`src/rtl/cpu_isa_pkg.sv`:
```
// Shared ISA definitions for the fetch front-end: opcodes, field positions, fetch FSM states.
// Latency: n/a (constants, types and a pure helper function only).
// Backpressure: n/a.
package cpu_isa_pkg;

  // Primary opcodes seen by the control decoder
  localparam logic [5:0] OP_RTYPE = 6'b000000;
  localparam logic [5:0] OP_J     = 6'b000010;
  localparam logic [5:0] OP_BEQ   = 6'b000100;
  localparam logic [5:0] OP_LW    = 6'b100011;
  localparam logic [5:0] OP_SW    = 6'b101011;
  localparam logic [5:0] OP_ADDI  = 6'b001000;

  // Instruction field positions
  localparam int OPC_MSB    = 31;
  localparam int OPC_LSB    = 26;
  localparam int IMM_MSB    = 15;
  localparam int IMM_LSB    = 0;
  localparam int TARGET_MSB = 25;
  localparam int TARGET_LSB = 0;

  // Fetch FSM encoding; the unused code 2'd3 is steered back to IDLE by the FSM
  typedef enum logic [1:0] {
    IDLE  = 2'd0,
    FETCH = 2'd1,
    EXEC  = 2'd2
  } fetch_state_t;

  // Opcode field of a 32-bit instruction word
  function automatic logic [5:0] get_opcode(input logic [31:0] word);
    return word[OPC_MSB:OPC_LSB];
  endfunction

endpackage

```
`src/rtl/next_pc_calc.sv`:
```
// Next-PC selection: jump target, taken-branch target, or the sequential address.
// Latency: purely combinational, zero cycles.
// Backpressure: none; the result is consumed by the fetch unit on its commit edge.
module next_pc_calc
  import cpu_isa_pkg::*;
(
  input  logic [31:0] pc_plus4,
  input  logic [31:0] instr,
  input  logic        branch,
  input  logic        zero,
  input  logic        jump,
  output logic [31:0] next_pc
);

  logic [31:0] jump_target;
  logic [31:0] branch_offset;
  logic [31:0] branch_target;

  // Region-relative jump keeps the top nibble of pc+4; branch offset is a sign-extended word count
  assign jump_target   = {pc_plus4[31:28], instr[TARGET_MSB:TARGET_LSB], 2'b00};
  assign branch_offset = {{14{instr[IMM_MSB]}}, instr[IMM_MSB:IMM_LSB], 2'b00};
  assign branch_target = pc_plus4 + branch_offset;

  // Jump outranks a simultaneously flagged taken branch
  always_comb begin
    next_pc = pc_plus4;
    if (jump) begin
      next_pc = jump_target;
    end else if (branch && zero) begin
      next_pc = branch_target;
    end
  end

endmodule

```
`src/rtl/instr_fetch_unit.sv`:
```
// Instruction fetch front-end: holds the PC, fetches one word per req/ack transaction, commits the next PC.
// Latency: instr_valid rises on the edge that samples imem_ack; minimum 2 cycles per instruction.
// Backpressure: imem_req held until imem_ack (wait states stretch FETCH); instr held until exec_done.
module instr_fetch_unit
  import cpu_isa_pkg::*;
#(
  parameter logic [31:0] RESET_PC = 32'h0000_0000,
  parameter int          ADDR_W   = 32,
  parameter int          DATA_W   = 32
) (
  input  logic              clk,
  input  logic              reset,
  output logic              imem_req,
  output logic [ADDR_W-1:0] imem_addr,
  input  logic              imem_ack,
  input  logic [DATA_W-1:0] imem_rdata,
  output logic [DATA_W-1:0] instr,
  output logic [5:0]        opcode,
  output logic              instr_valid,
  output logic [ADDR_W-1:0] pc,
  output logic [ADDR_W-1:0] pc_plus4,
  input  logic              exec_done,
  input  logic              branch,
  input  logic              zero,
  input  logic              jump
);

  fetch_state_t      state_q;
  fetch_state_t      state_d;
  logic [ADDR_W-1:0] pc_q;
  logic [DATA_W-1:0] instr_q;
  logic              valid_q;
  logic              load_instr;
  logic              commit_pc;
  logic [ADDR_W-1:0] next_pc;

  // State register; reset lands in IDLE so imem_req drops immediately
  always_ff @(posedge clk or posedge reset) begin
    if (reset) begin
      state_q <= IDLE;
    end else begin
      state_q <= state_d;
    end
  end

  // Next-state and strobes; inputs outside their owning state are ignored by construction
  always_comb begin
    state_d    = state_q;
    imem_req   = 1'b0;
    load_instr = 1'b0;
    commit_pc  = 1'b0;
    case (state_q)
      IDLE: begin
        state_d = FETCH;
      end
      FETCH: begin
        imem_req = 1'b1;
        if (imem_ack) begin
          load_instr = 1'b1;
          state_d    = EXEC;
        end
      end
      EXEC: begin
        if (exec_done) begin
          commit_pc = 1'b1;
          state_d   = FETCH;
        end
      end
      default: begin
        state_d = IDLE;
      end
    endcase
  end

  // Capture the fetched word and track whether it is still awaiting execution
  always_ff @(posedge clk or posedge reset) begin
    if (reset) begin
      instr_q <= '0;
      valid_q <= 1'b0;
    end else if (load_instr) begin
      instr_q <= imem_rdata;
      valid_q <= 1'b1;
    end else if (commit_pc) begin
      valid_q <= 1'b0;
    end
  end

  // PC advances only when the datapath retires the current instruction
  always_ff @(posedge clk or posedge reset) begin
    if (reset) begin
      pc_q <= RESET_PC;
    end else if (commit_pc) begin
      pc_q <= next_pc;
    end
  end

  next_pc_calc u_next_pc_calc (
    .pc_plus4 (pc_plus4),
    .instr    (instr_q),
    .branch   (branch),
    .zero     (zero),
    .jump     (jump),
    .next_pc  (next_pc)
  );

  assign pc_plus4    = pc_q + 32'd4;
  assign pc          = pc_q;
  assign imem_addr   = pc_q;
  assign instr       = instr_q;
  assign opcode      = get_opcode(instr_q);
  assign instr_valid = valid_q;

endmodule

```
`config.mk`:
```
export PLATFORM = sky130hd
export DESIGN_NAME = instr_fetch_unit
export DESIGN_NICKNAME = d
export VERILOG_FILES = /design/src/rtl/cpu_isa_pkg.sv /design/src/rtl/next_pc_calc.sv /design/src/rtl/instr_fetch_unit.sv
export SDC_FILE = /design/constraint.sdc
export NUM_CORES = 1
export LEC_CHECK = 0
export CAP_MARGIN = 20
export CORE_ASPECT_RATIO = 1.4
export CORE_UTILIZATION = 30
export DETAILED_ROUTE_END_ITERATION = 12
export PLACE_DENSITY_LB_ADDON = 0.05
export SYNTH_ARGS = -nofsm -noshare
export SYNTH_HDL_FRONTEND = slang
export SYNTH_SLANG_ARGS = --single-unit
export TNS_END_PERCENT = 10
```
`constraint.sdc`:
```
create_clock -name clk -period 3.8 [get_ports clk]
set_clock_uncertainty 0.15 [all_clocks]
set_input_delay 0.76 -clock clk [delete_from_list [all_inputs] [get_ports clk]]
set_output_delay 0.76 -clock clk [all_outputs]
set_load 0.02 [all_outputs]
```
==> results.yml, run 1 <==
cells_and_area:
  syn_to_final_growth_pct: 54.3
  drive_above_1_share_pct: 24.7
  final_cell_count_no_fill: 1055
  final_cell_mix: "164 x clkdlybuf4s50_1, 90 x buf_4, 56 x dfrtp_1, 55 x nand2_1, 42 x a21oi_1"
  final_common_cell: "clkdlybuf4s50_1"
  num_antenna_cells: 0
  final_net_count: 890
synthesis:
  avgSynthCellArea_um2: 8.80
  synth_seq_area_share_pct: 30.6
  synth_edf_count: 0
  ys_ff_latch: 65
  synth_area_um2: 5320
  postSynthCellCount: 604
  async_reset_ff_share_pct: 100
  synthDistinctLibCells: 55
  synth_ff_type: "dfrtp_1"
  yosysWarnings: 0
sta:
  tightest_slew_ns: 0.862
  slew_viol_final: 0
  finalHoldViolCount: 0
  final-setup-viol-count: 0
  timing.fmax_mhz: 268
  rsz0062_at_grt: "true"
  fin_crit_sh_pct: 98.2
  relSlewSlack_pct: 42.3
  min_period_ns: 3.73
routing:
  drt_wl_total_um: 20300
  routed_via_density: 5.15
  drcViolationCount: 0
  routedWlPerCell_um: 19.2
  antenna_left: 0
  num_vias: 5431
  first_pass_iters: 5
  drtIter0Drc: 229
cts:
  cts_hold_repair.buffers: 0
  clock_latency_ns: 0.34
  root_buffer: "clkbuf_16"
  cts.sink_count: 65
  cts_tree: "yes"
  path_clk_slew_ns: 0.06
  numCtsBuffers: 9
  clk_path_buf_depth: 2
  h-tree-depth: 3
worst_setup_path:
  critical_path_class: "flip-flop to flip-flop"
  r2r_end: "imem_addr[31]"
  rrSetupSlack_ns: 0.07
  critPathLaunchType: "flip-flop"
  max_stage_delay_ns: 0.42
  end_kind: "flip-flop"
  crit_chain: "ha_1, buf_4, and3_1, xor2_1, ha_1, a21oi_1, nor2b_1, o21a_1, a311o_2, a221oi_2, and3_1, nor3_2, xnor2_1, mux2_2"
  cp_slowest_cell: "dfrtp_2"
  critPathArrivalTime_ns: 3.81
  cp_max_fo: 5
  reg2reg_depth: 14
  required_ns: 3.88
  reg2reg_from: "imem_addr[2]"
hold_path:
  hold_path_end: "instr_valid"
  hold_depth: 2
  min_from: "instr_valid"
  hold_path.class: "flip-flop to flip-flop"
floorplan:
  die_h_um: 160
  core_um2: 17300
  die_area_um2: 18300
  rows: 57
  die_x_um: 115
  initial_core_util_pct: 30.7
  io_pins: 175
grt:
  grt_pass1_vias: 5631
  grt_overflow: 0
  antenna_found_initial: 0
  grt_pass1_wl_um: 31100
  grt_start_max_net_pins: 38
  globalRouteTotalUtil_pct: 22.4
place:
  port-buffer-count: 168
  place_inst: 1036
  hpwl_um: 15700
  gp_congestion: 0.933
pwr:
  p_per_area_nw_per_um2: 1140
  ir_drop_mv: 0.480
  finalPower_mw: 9.38
  p_leak_nw: 3.55
job:
  maxCapViolCount: 0
run_status:
  status: "finished clean"
-- cell usage after synthesis (2+ instances only) --
cell       n  area, um^2
a31oi_1    4        25.0
a22oi_1    2        15.0
o31ai_1    5        37.5
nor4_1     3        18.8
and4_1     2        17.5
and3_1    18         113
o311ai_0   2        17.5
mux2i_1    4        40.0
o21ai_0   43         215
nand4_1   12        75.1
xor2_1    22         193
mux2_2    34         383
a21o_1    13        97.6
xnor2_1   29         254
inv_1      8        30.0
o21a_1     7        52.6
nor2b_1    5        31.3
and2_1     3        18.8
buf_4     43         323
nand2b_1   5        31.3
a211oi_1   4        30.0
o211ai_1   8        60.1
nor3_1     8        40.0
nand3_1   17        85.1
a221oi_1   6        52.6
o221ai_1   4        35.0
dfrtp_1   65        1630
nor2_1    37         139
or3_1      2        12.5
o22ai_1    5        31.3
a21oi_1   45         225
clkbuf_1  21        78.8
o21bai_1   6        45.0
ha_1      36         450
nand2_1   56         210
-- power breakdown --
part	switching [mW]	internal, mW	total (mW)
sequential	0.405	1.04	1.44
clock	0.369	0.516	0.885
combinational	3.65	3.41	7.05
total	4.42	4.96	9.38
-- worst max path at each step --
stage | from | to | slack [ns] | depth (start not counted)
after global routing | imem_addr[10] | imem_addr[31] | -0.12 | 17
after floorplan | imem_addr[6] | imem_addr[31] | 0.008 | 15
final | imem_addr[2] | imem_addr[31] | 0.07 | 14
after global placement | imem_addr[4] | imem_addr[30] | 0.02 | 15
after detailed placement | imem_addr[4] | imem_addr[31] | -0.01 | 15
after CTS | imem_addr[4] | imem_addr[31] | -0.04 | 15
-- metrics by stage --
stage	util (%)	TNS, ns	instance area [um^2]	setup slack (ns)	hold slack (ns)
2_1_floorplan	-	0	5470	0.00783	0.330
3_3_place_gp	44.5	0	7720	0.0226	0.314
3_5_place_dp	44.5	-0.0129	7720	-0.0129	0.320
4_1_cts	46.3	-0.0520	8020	-0.0356	0.336
5_1_grt	47.3	-0.213	8210	-0.115	0.380
6_report	47.3	0	8210	0.0689	0.328
-- layout make-up --
class / instances / area, um^2
Timing Repair Buffer: 260 / 2400
Fill cell: 1678 / 9130
Clock buffer: 9 / 225
Sequential cell: 65 / 1640
Inverter: 8 / 30.0
Multi-Input combinational cell: 470 / 3540
Clock inverter: 7 / 77.6
Tap cell: 236 / 295
-- what timing repair did --
action                     CTS  global route
resized for setup            2            32
pin swaps                    0            10
setup endpoints to repair    6            15
buffers inserted             0             3
hold endpoints to repair     0             0
-- critical path: cells and delay by family (launching register included) --
kind,cells,cell delay [ns]
multiplexers,1,0.26
adder cells (fa/ha/maj),2,0.56
XOR/XNOR,2,0.39
AND/OR/NAND/NOR,4,0.56
buffers and inverters,1,0.15
AO/OA/AOI/OAI,4,1.13
flip-flops,1,0.42
-- registers in the layout (all words and copies together) (netlist names) --
| signal | flops |
|---|---|
| state_q | 2 |
| instr_valid | 1 |
| instr | 32 |
| imem_addr | 30 |
-- per-layer routing --
layer / vias to the layer above / GRT usage, % / wire length [um]
li1: 2578 / - / -
met1: 2636 / 25.3 / 7960
met2: 182 / 41.0 / 10800
met3: 35 / 3.50 / 814
met4: 0 / 9.62 / 663
met5: - / 0 / 0
-- cell families after synthesis --
family | Yosys count | synth area share [%]
AND/OR/NAND/NOR | 173 | 15.7
other | 1 | 0.0705
multiplexers | 38 | 7.95
XOR/XNOR | 51 | 8.40
AO/OA/AOI/OAI | 165 | 20.1
adder cells (fa/ha/maj) | 37 | 8.85
buffers and inverters | 74 | 8.28
flip-flops | 65 | 30.6
(Power assumes the default switching activity.)
==> inputs of run 2 (changes only) <==
--- a/config.mk
+++ b/config.mk
@@ -5,9 +5,12 @@
 export SDC_FILE = /design/constraint.sdc
 export NUM_CORES = 1
 export LEC_CHECK = 0
+export ABC_AREA = 1
+export ABC_CLOCK_PERIOD_IN_PS = 3800
 export CAP_MARGIN = 20
 export CORE_ASPECT_RATIO = 1.4
 export CORE_UTILIZATION = 30
+export CTS_CLUSTER_SIZE = 12
 export DETAILED_ROUTE_END_ITERATION = 12
 export PLACE_DENSITY_LB_ADDON = 0.05
 export SYNTH_ARGS = -nofsm -noshare
==> run 2 against run 1 <==
Core utilization decreased by 6.7 points; largest power group unchanged; register-to-register slack gained 0.31 ns; setup slack gained 0.12 ns; via count increased by 31%; final cell count rose by 47%; highest routed layer unchanged; combinational power grew 3.1%; die area increased by 27%; fmax rose by 3.2%.
==> results.yml, run 2 <==
grt:
  grt_start_max_net_pins: 47
  grt_overflow: 0
  grt_pass1_vias: 6951
  grt_pass1_wl_um: 40200
  antenna_found_initial: 0
  globalRouteTotalUtil_pct: 23.3
routing:
  first_pass_iters: 5
  drcViolationCount: 0
  num_vias: 7099
  routed_via_density: 4.58
  antenna_left: 0
  drtIter0Drc: 368
  routedWlPerCell_um: 16.9
  drt_wl_total_um: 26200
place:
  placed_area_um2: 8620
  hpwl_um: 21600
  port-buffer-count: 168
  dp_slack_ns: 0.173
  gp_congestion: 0.924
  place_inst: 1535
cells_and_area:
  num_antenna_cells: 0
  largest_reg_flops: 32
  syn_to_final_growth_pct: 32.1
  final_common_cell: "nand2_1"
  post-route-cell-area_um2: 8950
  final_cell_mix: "393 x nand2_1, 180 x inv_1, 168 x clkdlybuf4s50_1, 106 x nor2_1, 76 x nand3_1"
  drive_above_1_share_pct: 8.45
  final_net_count: 1325
  final_cell_count_no_fill: 1551
cts:
  numCtsBuffers: 9
  root_buffer: "clkbuf_16"
  cts_setup_buffers: 0
  cts_hold_repair.buffers: 0
  cts_resized: 0
  clk_path_buf_depth: 2
  h-tree-depth: 3
  cts_tree: "yes"
  clock_latency_ns: 0.34
  path_clk_slew_ns: 0.06
  cts.sink_count: 65
sta:
  relSlewSlack_pct: 42.4
  min_period_ns: 3.61
  final-setup-viol-count: 0
  finalHoldViolCount: 0
  hold_ws_ns: 0.325
  timing.final.ws_setup_ns: 0.186
  tightest_slew_ns: 0.861
  fin_crit_sh_pct: 95.1
  slew_viol_final: 0
  timing.fmax_mhz: 277
synthesis:
  synth_seq_area_share_pct: 24.0
  ys_ff_latch: 65
  synth_area_um2: 6780
  synth_top_cell_area_share_pct: 24.0
  synth_area_leaders: "dfrtp_1 24%, nand2_1 22%, inv_1 10%, ha_1 6.6%, nor2_1 6.0%"
  ys_top_cells_by_count: "394 x nand2_1, 181 x inv_1, 109 x nor2_1"
  synth_edf_count: 0
  async_reset_ff_share_pct: 100
  avgSynthCellArea_um2: 6.12
  synthDistinctLibCells: 44
  synth_most_common_cell: "nand2_1"
  yosysTopAreaCell: "dfrtp_1"
  yosysWarnings: 0
  synth_ff_type: "dfrtp_1"
  postSynthCellCount: 1107
pwr:
  p_leak_nw: 4.67
  switching_share_pct: 54.4
  p_per_area_nw_per_um2: 1080
  ir_drop_mv: 0.632
  finalPower_mw: 9.67
  p_seq_share_pct: 15.9
  p_int_mw: 4.41
  switching_power_mw: 5.27
  combPwrFrac_pct: 75.1
  clockPowerShare_pct: 9.0
worst_setup_path:
  end_kind: "output pin"
  critical_path_class: "flip-flop to output pin"
  critPathLaunchType: "flip-flop"
  required_ns: 2.89
  cp_max_fo: 7
  critPathArrivalTime_ns: 2.70
hold_path:
  hold_path.class: "flip-flop to flip-flop"
run_status:
  status: "finished clean"
floorplan:
  die_x_um: 129
  rows: 64
  die_area_um2: 23200
  core_um2: 22000
  initial_core_util_pct: 30.8
  io_pins: 175
  die_h_um: 180
job:
  maxCapViolCount: 0
[run 2: cell count changes after synthesis, moves of 9 or more]
cell,delta
inv_1,+173
and3_1,-17
xnor2_1,-27
nand2_1,+338
nand3_1,+59
o21ai_0,-21
nor2_1,+72
a21oi_1,-9
a21o_1,-10
[run 2: metrics by stage]
stage | setup TNS, ns | utilization (%)
detailed placement | 0 | 39.1
finish | 0 | 40.7
floorplan | 0 | -
global route | -0.00275 | 40.7
CTS | 0 | 40.5
global placement | 0 | 39.1
[run 2: cell type report]
| type | count | area [um^2] |
|---|---|---|
| repair buffers | 189 | 1850 |
| multi-input cells | 799 | 4100 |
| fillers | 2421 | 13100 |
| flip-flops and latches | 65 | 1630 |
| clock buffers | 12 | 256 |
| well taps | 297 | 372 |
| inverters | 185 | 694 |
| clock inverters | 4 | 51.3 |
[run 2: power by group through the flow]
stage               combinational [mW]  clock, mW  sequential, mW
floorplan                         4.30          0            1.80
global placement                  7.28          0            1.54
detailed placement                7.25          0            1.53
CTS                               7.28      0.899            1.53
global route                      7.98      0.925            1.59
finish                            7.27      0.873            1.53
[run 2: cell families after synthesis]
group,share of synthesized area [%]
DFF,24.0
other,0.0553
muxes,4.32
and+or+nand+nor,39.7
buffers and inverters,16.2
adders and majority gates,6.94
AOI/OAI and AO/OA,6.46
xor gates and xnor gates,2.33
[run 2: critical path, cell delays in order (launching register included)]
cell	delay [ns]
dfrtp_1	0.55
nand3_4	0.18
nor2_4	0.20
and2_4	0.23
nand3_1	0.09
xor2_1	0.42
clkdlybuf4s50_1	0.70
[run 2: path summary, 6_finish.rpt]
kind / start / endpoint / slack [ns] / cells past startpoint
setup / recovery: imem_addr[4] / pc_plus4[19] / 0.19 / 6
min in group asynchronous: reset / instr[1] / 0.72 / 2
setup reg to reg: imem_addr[3] / imem_addr[11] / 0.38 / 18
max in group asynchronous: reset / instr[24] / 2.09 / 3
hold / removal: instr_valid / instr_valid / 0.32 / 2
hold reg to reg: instr_valid / instr_valid / 0.32 / 2
[run 2: layer usage]
metal,vias to the layer above,share of wire (%),global-route usage (%)
met2,191,49,39.8
met4,0,2.6,8.19
met5,-,0,0
met1,3250,44,29.4
met3,25,4.4,3.36
li1,3633,-,-
==> inputs of run 3 (changes only) <==
--- a/config.mk
+++ b/config.mk
@@ -9,9 +9,12 @@
 export ABC_CLOCK_PERIOD_IN_PS = 3800
 export CAP_MARGIN = 20
 export CORE_ASPECT_RATIO = 1.4
+export CORE_MARGIN = 4
 export CORE_UTILIZATION = 30
+export CTS_BUF_LIST = sky130_fd_sc_hd__clkbuf_4 sky130_fd_sc_hd__clkbuf_8
 export CTS_CLUSTER_SIZE = 12
 export DETAILED_ROUTE_END_ITERATION = 12
+export DONT_BUFFER_PORTS = 1
 export PLACE_DENSITY_LB_ADDON = 0.05
 export SYNTH_ARGS = -nofsm -noshare
 export SYNTH_HDL_FRONTEND = slang
==> run 3 against run 2 <==
Via count fell by 7.5%; critical path depth rose by 11; sequential power rose by 16%; clock power fell by 38%; largest power group unchanged.
==> results.yml, run 3 (synthesized netlist as in run 2, its figures left out) <==
hold_path:
  hold_path.class: "primary input to asynchronous set/reset pin"
worst_setup_path:
  reg2reg_from: "imem_addr[5]"
  end_kind: "flip-flop"
  critPathLaunchType: "flip-flop"
  critPathArrivalTime_ns: 3.56
  critical_path_class: "flip-flop to flip-flop"
  required_ns: 3.89
  cp_max_fo: 5
  timing.critical_path.from: "imem_addr[5]"
cells_and_area:
  final_net_count: 1199
  fin_util_pct: 33.7
  fillers: 2519
  largest_reg_flops: 32
  regArea_um2: 1630
  multi_input_area_um2: 4090
  drive_above_1_share_pct: 12.9
  final_common_cell: "nand2_1"
  num_antenna_cells: 0
  syn_to_final_growth_pct: 9.64
  final_cell_mix: "393 x nand2_1, 180 x inv_1, 106 x nor2_1, 76 x nand3_1, 65 x dfrtp_1"
pwr:
  ir_drop_mv: 0.479
  p_int_mw: 3.24
  switching_share_pct: 61.3
  p_per_area_nw_per_um2: 1130
  switching_power_mw: 5.12
  clockPowerShare_pct: 6.5
  p_leak_nw: 4.17
  combPwrFrac_pct: 72.3
  p_seq_share_pct: 21.2
grt:
  globalRouteTotalUtil_pct: 20.9
  grt_overflow: 0
  grt_pass1_vias: 6798
  antenna_found_initial: 0
  grt_pass1_wl_um: 39700
  grt_start_max_net_pins: 47
routing:
  routedWlPerCell_um: 18.2
  num_vias: 6566
  routed_via_density: 4.61
  drt_wl_total_um: 26000
  antenna_left: 0
  first_pass_iters: 5
  drtIter0Drc: 327
  drcViolationCount: 0
sta:
  rsz0062_at_grt: "false"
  setup_tns_ns: 0
  final-setup-viol-count: 0
  fin_crit_sh_pct: 91.2
  timing.fmax_mhz: 288
  relSlewSlack_pct: 37.6
  min_period_ns: 3.47
  slew_viol_final: 0
  finalHoldViolCount: 0
  tightest_slew_ns: 0.935
place:
  port-buffer-count: 0
  hpwl_um: 21800
  gp_congestion: 0.919
job:
  maxCapViolCount: 0
cts:
  clock_latency_ns: 0.36
  cts_tree: "yes"
  clk_path_buf_depth: 2
  cts.sink_count: 65
  numCtsBuffers: 9
  h-tree-depth: 3
  path_clk_slew_ns: 0.08
  cts_setup_buffers: 0
  root_buffer: "clkbuf_8"
floorplan:
  die_area_um2: 25100
  rows: 64
  die_h_um: 186
  core_um2: 22000
  die_x_um: 135
  initial_core_util_pct: 30.8
  io_pins: 175
run_status:
  status: "finished clean"
run 3: changes by cell type in the layout (fill, tap and decap cells not counted), moves of 2 or more:
cell / previous run / this run
clkdlybuf4s50_1: 168 / 0
buf_4: 20 / 63
clkbuf_16: 9 / 0
clkbuf_8: 2 / 9
clkbuf_4: 0 / 3
xor2_1: 14 / 16
xor2_2: 2 / 0
run 3: final cells by class:
cell class | count | area share (%)
Multi-Input combinational cell | 799 | 55.0
Sequential cell | 65 | 21.9
Inverter | 185 | 9.35
Timing Repair Buffer | 63 | 6.37
Tap cell | 297 | 5.00
Clock buffer | 12 | 1.97
Clock inverter | 4 | 0.404
run 3: critical path: stages, from the launching register on:
cell and delay (ns):
dfrtp_1 0.47, nand2_2 0.12, inv_1 0.17, nand2_1 0.09, nor2_1 0.37, xor2_1 0.17, ha_1 0.39, nand2_1 0.12
nor2_1 0.30, nand3_1 0.14, nand3_1 0.25, nand2_1 0.11, nand2_1 0.07, nand2_1 0.04, nand3_1 0.10, nand3_1 0.14
nand2_1 0.09, nand2_1 0.04
run 3: final timing paths:
check / slack [ns] / endpoint / cells after the start
worst max-delay path: 0.33 / imem_addr[19] / 17
worst min-delay path: 0.34 / instr[0] / 1
worst max register to register: 0.33 / imem_addr[19] / 17
worst min register to register: 0.38 / state_q[0] / 1
max in group asynchronous: 2.39 / instr[20] / 2
min in group clk: 0.36 / state_q[0] / 1
run 3: timing repair:
action,in CTS,in global routing
endpoints found under the setup margin,0,6
hold buffers,0,0
gates resized for setup,0,4
run 3: routing by layer:
layer	GRT usage, %	up-vias	routed length (um)
met2	37.4	164	12800
met3	3.52	27	1160
met5	0	-	0
met4	5.93	0	586
met1	26.0	2982	11400
li1	-	3393	-
run 3: power by group through the flow:
stage               clock (mW)  sequential [mW]  combinational (mW)
floorplan                    0             1.80                4.30
global placement             0             1.80                6.08
detailed placement           0             1.80                6.05
CTS                      0.575             1.78                6.08
global route             0.602             1.84                6.80
finish                   0.542             1.77                6.05
run 3: metrics by stage:
step / area, um^2 / total power, mW / instances / hold WS, ns / worst slack (ns)
after floorplan: 6800 / 6.10 / 1112 / 0.351 / 0.611
after global placement: 7240 / 7.88 / 1409 / 0.388 / 0.179
after detailed placement: 7240 / 7.85 / 1409 / 0.377 / 0.242
after CTS: 7420 / 8.44 / 1425 / 0.329 / 0.218
after global routing: 7430 / 9.24 / 1425 / 0.336 / 0.0387
final: 7430 / 8.36 / 1425 / 0.337 / 0.333
